### src/rtl/hwag_cfg_sched_if.sv
// rtl/hwag_cfg_sched_if.sv - host register bus between the SPI slave and the HWAG config scheduler
interface hwag_cfg_sched_if;
  logic        wr_en;
  logic [2:0]  wr_addr;
  logic [23:0] wr_data;
  logic        wr_ack;
  logic        wr_err;
  logic        rd_en;
  logic [2:0]  rd_addr;
  logic [23:0] rd_data;
  logic        rd_vld;

  modport master (
    output wr_en, wr_addr, wr_data, rd_en, rd_addr,
    input  wr_ack, wr_err, rd_data, rd_vld
  );

  modport slave (
    input  wr_en, wr_addr, wr_data, rd_en, rd_addr,
    output wr_ack, wr_err, rd_data, rd_vld
  );
endinterface

### src/rtl/hwag_cfg_sched.sv
// rtl/hwag_cfg_sched.sv - staging bank for HWAG tunables with atomic commit on sync wrap
module hwag_cfg_sched #(
  parameter int                   TMO_WIDTH = 24,
  parameter logic [TMO_WIDTH-1:0] TMO_MAX   = 24'd5592405
) (
  input  logic                 i_clk,
  input  logic                 i_rst,
  hwag_cfg_sched_if.slave      host,
  input  logic                 i_commit_req,
  input  logic                 i_hwag_start,
  input  logic                 i_sync_pt,
  output logic [3:0]           o_cfg_stwd,
  output logic [23:0]          o_cfg_maxacr,
  output logic [23:0]          o_cfg_ld14,
  output logic [23:0]          o_cfg_ld23,
  output logic [23:0]          o_cfg_dwell_k,
  output logic [2:0]           o_cfg_ctrl,
  output logic                 o_cfg_upd,
  output logic                 o_busy
);
  localparam logic [3:0]  RST_STWD   = 4'd4;
  localparam logic [23:0] RST_MAXACR = 24'd3839;
  localparam logic [23:0] RST_LD14   = 24'd2752;
  localparam logic [23:0] RST_LD23   = 24'd832;
  localparam logic [23:0] RST_DWELL  = 24'd50000;
  localparam logic [2:0]  RST_CTRL   = 3'd0;

  typedef enum logic [1:0] {S_IDLE, S_WAIT_SYNC, S_APPLY} state_t;

  state_t               r_state, w_next;
  logic [TMO_WIDTH-1:0] r_wdog;
  logic [3:0]           r_stg_stwd, r_act_stwd;
  logic [23:0]          r_stg_maxacr, r_stg_ld14, r_stg_ld23, r_stg_dwell;
  logic [23:0]          r_act_maxacr, r_act_ld14, r_act_ld23, r_act_dwell;
  logic [2:0]           r_stg_ctrl, r_act_ctrl;
  logic                 r_wr_ack, r_wr_err, r_rd_vld, r_upd;
  logic [23:0]          r_rd_data;
  logic                 r_cfg_err, r_tmo, r_clr_err, r_clr_tmo;
  logic                 w_busy, w_valid, w_apply_ok, w_apply_err, w_tmo_hit;

  assign w_busy      = (r_state != S_IDLE);
  assign w_valid     = (r_stg_stwd <= 4'd8) && (r_stg_maxacr != 24'd0) &&
                       (r_stg_ld14 <= r_stg_maxacr) && (r_stg_ld23 <= r_stg_maxacr);
  assign w_apply_ok  = (r_state == S_APPLY) && w_valid;
  assign w_apply_err = (r_state == S_APPLY) && !w_valid;

  always_comb begin
    w_next    = r_state;
    w_tmo_hit = 1'b0;
    case (r_state)
      S_IDLE:
        if (i_commit_req) w_next = i_hwag_start ? S_WAIT_SYNC : S_APPLY;
      S_WAIT_SYNC:
        if (i_sync_pt || !i_hwag_start) begin
          w_next = S_APPLY;
        end else if (r_wdog == TMO_MAX) begin
          w_tmo_hit = 1'b1;
          w_next    = S_IDLE;
        end
      S_APPLY:
        w_next = S_IDLE;
      default:
        w_next = S_IDLE;
    endcase
  end

  // Watchdog is held at zero outside WAIT_SYNC so every wait starts from a cleared count.
  always_ff @(posedge i_clk or negedge i_rst) begin
    if (!i_rst) begin
      r_state <= S_IDLE;
      r_wdog  <= '0;
    end else begin
      r_state <= w_next;
      if (r_state == S_WAIT_SYNC) r_wdog <= r_wdog + 1'b1;
      else                        r_wdog <= '0;
    end
  end

  always_ff @(posedge i_clk or negedge i_rst) begin
    if (!i_rst) begin
      r_stg_stwd   <= RST_STWD;
      r_stg_maxacr <= RST_MAXACR;
      r_stg_ld14   <= RST_LD14;
      r_stg_ld23   <= RST_LD23;
      r_stg_dwell  <= RST_DWELL;
      r_stg_ctrl   <= RST_CTRL;
      r_wr_ack     <= 1'b0;
      r_wr_err     <= 1'b0;
      r_rd_vld     <= 1'b0;
      r_rd_data    <= '0;
      r_cfg_err    <= 1'b0;
      r_tmo        <= 1'b0;
      r_clr_err    <= 1'b0;
      r_clr_tmo    <= 1'b0;
    end else begin
      r_wr_ack <= host.wr_en;
      r_wr_err <= host.wr_en & w_busy;
      if (host.wr_en && !w_busy) begin
        case (host.wr_addr)
          3'd0:    r_stg_stwd   <= host.wr_data[3:0];
          3'd1:    r_stg_maxacr <= host.wr_data;
          3'd2:    r_stg_ld14   <= host.wr_data;
          3'd3:    r_stg_ld23   <= host.wr_data;
          3'd4:    r_stg_dwell  <= host.wr_data;
          3'd5:    r_stg_ctrl   <= host.wr_data[2:0];
          default: ;
        endcase
      end

      r_rd_vld  <= host.rd_en;
      r_clr_err <= 1'b0;
      r_clr_tmo <= 1'b0;
      if (host.rd_en) begin
        case (host.rd_addr)
          3'd0:    r_rd_data <= {20'd0, r_stg_stwd};
          3'd1:    r_rd_data <= r_stg_maxacr;
          3'd2:    r_rd_data <= r_stg_ld14;
          3'd3:    r_rd_data <= r_stg_ld23;
          3'd4:    r_rd_data <= r_stg_dwell;
          3'd5:    r_rd_data <= {21'd0, r_stg_ctrl};
          3'd6: begin
            r_rd_data <= {20'd0, i_hwag_start, r_tmo, r_cfg_err, w_busy};
            // Only flags actually reported are cleared, so a late event is never lost unread.
            r_clr_err <= r_cfg_err;
            r_clr_tmo <= r_tmo;
          end
          default: r_rd_data <= '0;
        endcase
      end

      if (w_apply_err)    r_cfg_err <= 1'b1;
      else if (r_clr_err) r_cfg_err <= 1'b0;
      if (w_tmo_hit)      r_tmo <= 1'b1;
      else if (r_clr_tmo) r_tmo <= 1'b0;
    end
  end

  always_ff @(posedge i_clk or negedge i_rst) begin
    if (!i_rst) begin
      r_act_stwd   <= RST_STWD;
      r_act_maxacr <= RST_MAXACR;
      r_act_ld14   <= RST_LD14;
      r_act_ld23   <= RST_LD23;
      r_act_dwell  <= RST_DWELL;
      r_act_ctrl   <= RST_CTRL;
      r_upd        <= 1'b0;
    end else begin
      r_upd <= w_apply_ok;
      if (w_apply_ok) begin
        r_act_stwd   <= r_stg_stwd;
        r_act_maxacr <= r_stg_maxacr;
        r_act_ld14   <= r_stg_ld14;
        r_act_ld23   <= r_stg_ld23;
        r_act_dwell  <= r_stg_dwell;
        r_act_ctrl   <= r_stg_ctrl;
      end
    end
  end

  assign host.wr_ack   = r_wr_ack;
  assign host.wr_err   = r_wr_err;
  assign host.rd_data  = r_rd_data;
  assign host.rd_vld   = r_rd_vld;
  assign o_cfg_stwd    = r_act_stwd;
  assign o_cfg_maxacr  = r_act_maxacr;
  assign o_cfg_ld14    = r_act_ld14;
  assign o_cfg_ld23    = r_act_ld23;
  assign o_cfg_dwell_k = r_act_dwell;
  assign o_cfg_ctrl    = r_act_ctrl;
  assign o_cfg_upd     = r_upd;
  assign o_busy        = w_busy;
endmodule

### src/flat_wrapper.sv
// flat-port wrapper written by rule: the top's interface ports become plain ports
module hwag_cfg_sched_flat 
#(
  parameter int                   TMO_WIDTH = 24,
  parameter logic [TMO_WIDTH-1:0] TMO_MAX   = 24'd5592405
)
  (i_clk, i_rst, i_commit_req, i_hwag_start, i_sync_pt, o_cfg_stwd, o_cfg_maxacr, o_cfg_ld14, o_cfg_ld23, o_cfg_dwell_k, o_cfg_ctrl, o_cfg_upd, o_busy, host_wr_en, host_wr_addr, host_wr_data, host_rd_en, host_rd_addr, host_wr_ack, host_wr_err, host_rd_data, host_rd_vld);
  hwag_cfg_sched_if host_i ();
  input  logic i_clk;
  input  logic i_rst;
  input  logic i_commit_req;
  input  logic i_hwag_start;
  input  logic i_sync_pt;
  output logic [3:0] o_cfg_stwd;
  output logic [23:0] o_cfg_maxacr;
  output logic [23:0] o_cfg_ld14;
  output logic [23:0] o_cfg_ld23;
  output logic [23:0] o_cfg_dwell_k;
  output logic [2:0] o_cfg_ctrl;
  output logic o_cfg_upd;
  output logic o_busy;
  input wire logic [$bits(host_i.wr_en)-1:0] host_wr_en;
  input wire logic [$bits(host_i.wr_addr)-1:0] host_wr_addr;
  input wire logic [$bits(host_i.wr_data)-1:0] host_wr_data;
  input wire logic [$bits(host_i.rd_en)-1:0] host_rd_en;
  input wire logic [$bits(host_i.rd_addr)-1:0] host_rd_addr;
  output wire logic [$bits(host_i.wr_ack)-1:0] host_wr_ack;
  output wire logic [$bits(host_i.wr_err)-1:0] host_wr_err;
  output wire logic [$bits(host_i.rd_data)-1:0] host_rd_data;
  output wire logic [$bits(host_i.rd_vld)-1:0] host_rd_vld;
  assign host_i.wr_en = host_wr_en;
  assign host_i.wr_addr = host_wr_addr;
  assign host_i.wr_data = host_wr_data;
  assign host_i.rd_en = host_rd_en;
  assign host_i.rd_addr = host_rd_addr;
  assign host_wr_ack = host_i.wr_ack;
  assign host_wr_err = host_i.wr_err;
  assign host_rd_data = host_i.rd_data;
  assign host_rd_vld = host_i.rd_vld;
  hwag_cfg_sched #(.TMO_WIDTH(TMO_WIDTH), .TMO_MAX(TMO_MAX)) u_core (.i_clk(i_clk), .i_rst(i_rst), .host(host_i), .i_commit_req(i_commit_req), .i_hwag_start(i_hwag_start), .i_sync_pt(i_sync_pt), .o_cfg_stwd(o_cfg_stwd), .o_cfg_maxacr(o_cfg_maxacr), .o_cfg_ld14(o_cfg_ld14), .o_cfg_ld23(o_cfg_ld23), .o_cfg_dwell_k(o_cfg_dwell_k), .o_cfg_ctrl(o_cfg_ctrl), .o_cfg_upd(o_cfg_upd), .o_busy(o_busy));
endmodule
### config.mk
export PLATFORM = sky130hd
export DESIGN_NAME = hwag_cfg_sched_flat
export DESIGN_NICKNAME = d
export VERILOG_FILES = /design/src/rtl/hwag_cfg_sched_if.sv /design/src/rtl/hwag_cfg_sched.sv /design/src/flat_wrapper.sv
export SDC_FILE = /design/constraint.sdc
export NUM_CORES = 1
export LEC_CHECK = 0
export BUFFER_PORTS_ARGS = -buffer_cell sky130_fd_sc_hd__buf_2
export CORE_MARGIN = 2
export CORE_UTILIZATION = 52
export CTS_CLUSTER_DIAMETER = 60
export DETAILED_ROUTE_END_ITERATION = 8
export PLACE_DENSITY = 0.82
export SETUP_SLACK_MARGIN = 0.5
export SKIP_CTS_REPAIR_TIMING = 1
export SYNTH_ARGS = -nofsm -noshare
export SYNTH_HDL_FRONTEND = slang
export SYNTH_SLANG_ARGS = --single-unit
### constraint.sdc
create_clock -name i_clk -period 4.35 [get_ports i_clk]
set_clock_uncertainty 0.2 [all_clocks]
set_input_delay 0.6525 -clock i_clk [delete_from_list [all_inputs] [get_ports i_clk]]
set_output_delay 0.6525 -clock i_clk [all_outputs]
set_load 0.01 [all_outputs]
-- After elaboration in Yosys (flattened, before gate mapping)
Cells that the tools add are included.
- input bits: 37
- logic and storage cells: 86
- bits in registers: 264
- reductions and logical operators: 24
- eq/ne operators: 16
- multiplexer cells: 18
- magnitude comparators: 3
- bitwise gates (word level): 1
- $add $sub $neg: 1
- operators by type and width (cell ; count):
    $pmux 24 s7 ; 1
    $le 24x24->1 ; 2
    $add 24x1->24 const B ; 1
    $eq 24x23->1 const B ; 1
    $mux 24 ; 1
    $reduce_bool 24->1 ; 1
    $eq 3x3->1 const B ; 5
    $reduce_and 2->1 ; 7
    $eq 3x2->1 const B ; 4
    $mux 1 ; 11
    $mux 2 ; 4
    $eq 3x1->1 const B ; 2
    $logic_and 1x1->1 ; 6
    $logic_not 3->1 ; 2
    $reduce_bool 2->1 ; 3
    $le 4x4->1 const B ; 1
    $pmux 2 s2 ; 1
    $logic_not 1->1 ; 3
    $ne 3x1->1 const B ; 1
    $eq 2x1->1 const B ; 1
    $eq 2x2->1 const B ; 1
    $logic_not 2->1 ; 1
    $ne 2x2->1 const B ; 1
    $and 1x1->1 ; 1
    $logic_or 1x1->1 ; 1

-- Longest topological paths before layout
- depth in word-level cells: 7
- mapped depth: 11
- mapped depth without buffers: 9

-- Worst setup path after synthesis
Ideal clock, no wire load.
- path type: register to register
- start point: register u_core.r_stg_maxacr[10]
- end point: register u_core.r_act_ctrl[2], in the netlist u_core.o_cfg_ctrl[2]
- clock period less this slack: 3055 ps
- arrival: 2728 ps
- setup slack: 1295 ps
- required time: 4023 ps
- stages on the path, launching flop included: 12
- path through: dfstp_2 > inv_1 > ha_1 > and3_1 > a221oi_1 > nor3_1 > nor4_1 > a21oi_1 > nor4_4 > buf_6 > buf_6 > mux2_1
- cells in the longest elaborated chain, start to end: 5
- RTL lines (item ; line ; source):
    start: declaration ; hwag_cfg_sched.sv:33 ; logic [23:0] r_stg_maxacr, r_stg_ld14, r_stg_ld23, r_stg_dwell;
    start signal: assignment ; hwag_cfg_sched.sv:101 ; 3'd1: r_stg_maxacr <= host.wr_data;
    branches (longest 3 deep; another with $le 24x24->1) ; n/a ;
    $logic_and 1x1->1 * ; hwag_cfg_sched.sv:43 ; (r_stg_ld14 <= r_stg_maxacr) && (r_stg_ld23 <= r_stg_maxacr);
    $logic_and 1x1->1 * ; hwag_cfg_sched.sv:44 ; assign w_apply_ok = (r_state == S_APPLY) && w_valid;
    end signal: assignment ; hwag_cfg_sched.sv:155 ; r_act_ctrl <= r_stg_ctrl;
    end: declaration ; hwag_cfg_sched.sv:35 ; logic [2:0] r_stg_ctrl, r_act_ctrl;
Every way passes the cells marked *.
A chain may end at the register's enable or synchronous reset.

-- Final worst setup path
- start point: register u_core.r_stg_maxacr[11]
- end point: register u_core.r_act_ld14[0], in the netlist u_core.o_cfg_ld14[0]
- cells in the longest elaborated chain, start to end: 5
- RTL lines (item ; line ; source):
    branches (longest 3 deep; another with $le 24x24->1) ; n/a ;
    $logic_and 1x1->1 * ; hwag_cfg_sched.sv:43 ;
    $logic_and 1x1->1 * ; hwag_cfg_sched.sv:44 ;
    end signal: assignment ; hwag_cfg_sched.sv:152 ; r_act_ld14 <= r_stg_ld14;
    end: declaration ; hwag_cfg_sched.sv:34 ; logic [23:0] r_act_maxacr, r_act_ld14, r_act_ld23, r_act_dwell;
Marks and branches as above.

==> impl_results.md <==
* Outcome: finished with violations
* Violated checks: hold timing
* Final Core Density at 0.621
* Detailed Route Iter0 Violations at approximately 560
* Number of top-level pins at 169
* Final Hold Viols at 24
* Post-route cell area at approximately 14000 um2
* Max stage delay cell, worst path: dfstp_2
* Core area at 22600 um2
* Synth Instances at about 910
* Leakage at 6.53 nW
* Syn avg cell area at around 13 um2
* DP Worst Slack at 705 ps
* Maximum number of pins on one net before global-route repair at 121
* Placed Cells at 1337
* CTS tree: done
* First-pass GRT wire length at 47100 um
* Area contributors post-synth: dfrtp_1 45%, mux2_2 14%, dfstp_2 11%
* Placed cell areas at 13100 um2
* Gr usage total at 0.247
* Slew @ Worst Pin at about 1200 ps
* Fin Hold WS at -72.3 ps
* Synth warnings at 0
* CP Launch Type: flop
* Cell row count at 55
* RSZ-0062 raised after global routing: no
* Final nets at ~1200
* Cell variety after synth at 44
* DR pass1 iterations at 5
* Synth Flop Type: dfrtp_1
* Area grow syn2layout at 17.4%
* Post-synth top area cell: dfrtp_1
* CP Class: reg -> reg
* Number of buffers created by CTS at 28
* # DRC at 0
* Slew Limit Headroom at 0.180
* Reg2reg start: u_core.r_stg_maxacr[11]
* Period utilization at 0.839
* Seq/Total Area, Yosys at 0.559
* WL final at 29500 um
* Clock tree buffer depth at 3
* Setup TNS at 0 ps
* Vias at 8205
* Count leader, synth: dfrtp_1
* Antenna-violating nets left at 0
* WL/cell at between 20 and 25 um
* Ys async rst share at 1.00
* Buf/Inv on CP at 3
* Final HPWL DP at 19800 um
* Filler Cell Count at 1710
* Clock slew at reported path FFs at 60 ps
* Reg2reg end: u_core.o_cfg_ld14[0]
* H-tree depth at 1
* CP max FO at 58
* Non-filler cells, final at 1393
* Post-synth EDFFs at 0
* P per Cell Area at approximately 640 nW/um2
* CTS root buf: clkbuf_16
* Hold Crit Class: in -> async
* Final Worst Setup Slack at 700 ps
* Endpoints failing setup at 0
* Initial Util at 0.528
* Share of cells above drive strength 1 at 0.391
* Top post-synthesis cells by count: 214 x dfrtp_1, 149 x mux2_2, 59 x mux2_1
* Syn Nets at roughly 1000
* R2R setup slack at between 700 and 800 ps
* Top-area cell type share of the netlist area at 0.449
* Maxcap violations at 0
* Final-report max-slew violation count at 0
* Crit path max-delay family: simple AND/OR/NAND/NOR gates
* PortBufs at 168
* Post-layout min period at between 3000 and 4000 ps
* Slowest stage delay, CP at between 500 and 600 ps
* CP arrival at 3860 ps
* Die ar. at between 20000 and 25000 um2
* WP data required at 4560 ps
* Clk_lat worst skew at 560 ps
* Crit path cell chain: inv_1 -> ha_1 -> and3_1 -> a221oi_1 -> nor3_1 -> nor4_1 -> a21oi_1 -> nor4_4 -> buf_4 -> buf_12 -> mux2_2
* Number of global-route vias before repair at 8609
* GR Overflow Total at 0
* Max Fclk at 274 MHz
* Initial antenna violation count at 4
* Die X at 155 um
* Chip height at 155 um
* CTS Sinks at 264
* Seq cells post-synth at approximately 260
* Placer Congestion at around 0.87
* Worst Setup End Kind: flop
* Post-synthesis instance area at 11900 um2
* Via/cell ratio at about 5.9
* Max IR drop VDD at 455 uV
* FF-to-FF path depth at 11
[cell usage in the layout (no fill, tap or decap), types with 3 or more instances in the layout]
cell,Yosys,final
clkbuf_8,0,4
nand2b_1,3,3
nor2_1,36,36
a21oi_1,30,30
o21ai_0,13,13
or3_1,3,3
a221oi_1,24,24
clkinv_2,0,5
nand4_1,18,18
nand2_1,17,17
xnor2_1,6,6
dfrtp_1,214,214
buf_4,0,9
inv_1,55,55
nor3_1,11,11
nand3_1,16,16
a21o_1,6,6
and4_1,3,3
xor2_1,13,13
dfstp_2,50,50
mux2_2,149,149
clkbuf_1,30,8
o22ai_1,26,26
and2_1,4,4
and3_1,11,10
a22o_1,22,22
nor4_1,9,9
buf_2,4,167
nor2b_1,5,5
ha_1,50,50
mux2_1,59,59
buf_12,0,4
clkbuf_16,0,28
[worst reg2reg max path, stage by stage (launching register included)]
cell and delay, ps:
dfstp_2 560, inv_1 70, ha_1 300, and3_1 190, a221oi_1 380, nor3_1 100, nor4_1 370, a21oi_1 200
nor4_4 230, buf_4 190, buf_12 290, mux2_2 430
[where the power goes]
part	switching (mW)	internal (mW)
combinational	1.26	1.27
clock	0.985	1.38
sequential	0.675	3.37
total	2.93	6.02
[registers in the layout (all words and copies together), names as in the netlist, 24 cells and up]
| register | cells |
|---|---|
| u_core.r_stg_dwell | 24 |
| u_core.r_wdog | 24 |
| u_core.r_stg_ld14 | 24 |
| u_core.host.rd_data | 24 |
| u_core.o_cfg_dwell_k | 24 |
| u_core.r_stg_maxacr | 24 |
| u_core.o_cfg_ld23 | 24 |
| u_core.o_cfg_ld14 | 24 |
| u_core.o_cfg_maxacr | 24 |
| u_core.r_stg_ld23 | 24 |
[through the flow]
| step | hold slack [ps] | total power, mW |
|---|---|---|
| after CTS | 14.3 | 8.97 |
| final | -72.3 | 8.95 |
| after floorplan | 157 | 5.45 |
| after global placement | 209 | 6.43 |
| after global routing | 17.2 | 9.43 |
| after detailed placement | 232 | 6.57 |
[logic make-up (layout without fill, tap and decap cells)]
family                   count (synthesis)  after routing  synth area share
flip-flops                             264            264             0.559
other                                    0              2                 0
AND/OR/NAND/NOR                        148            148            0.0672
multiplexers                           210            210             0.199
buffers and inverters                   96            288            0.0350
XOR/XNOR                                19             19            0.0140
adder cells (fa/ha/maj)                 50             50            0.0525
AO/OA/AOI/OAI                          127            127            0.0730
[final cells by class]
type | count | area [um2] | area share
tap | 285 | 357 | 0.0255
clock inverter | 12 | 135 | 0.00965
sequential | 264 | 6670 | 0.476
multi-input combinational | 554 | 4850 | 0.346
antenna | 2 | 5.00 | 0.000357
inverter | 55 | 206 | 0.0147
clock buffer | 40 | 786 | 0.0561
timing repair buffer | 181 | 998 | 0.0713
[metal layers]
layer,GRT usage,wire (um)
met1,0.338,12800
met3,0.0435,1520
met2,0.396,14100
met5,0,27
met4,0.0974,1050
[worst max-delay path by stage]
| stage | start | end | slack, ps | depth (start not counted) |
|---|---|---|---|---|
| finish | u_core.r_stg_maxacr[11] | u_core.o_cfg_ld14[0] | 700 | 11 |
| CTS | u_core.r_stg_maxacr[11] | u_core.o_cfg_ld23[4] | 570 | 10 |
| detailed placement | u_core.r_stg_maxacr[11] | u_core.o_cfg_maxacr[12] | 700 | 10 |
| floorplan | u_core.r_stg_maxacr[10] | u_core.o_cfg_ctrl[2] | 1290 | 11 |
| global placement | u_core.r_stg_maxacr[10] | u_core.o_cfg_ld14[1] | 900 | 10 |
| global route | u_core.r_stg_maxacr[11] | u_core.o_cfg_ld23[4] | 530 | 11 |
(Power assumes the default switching activity.)
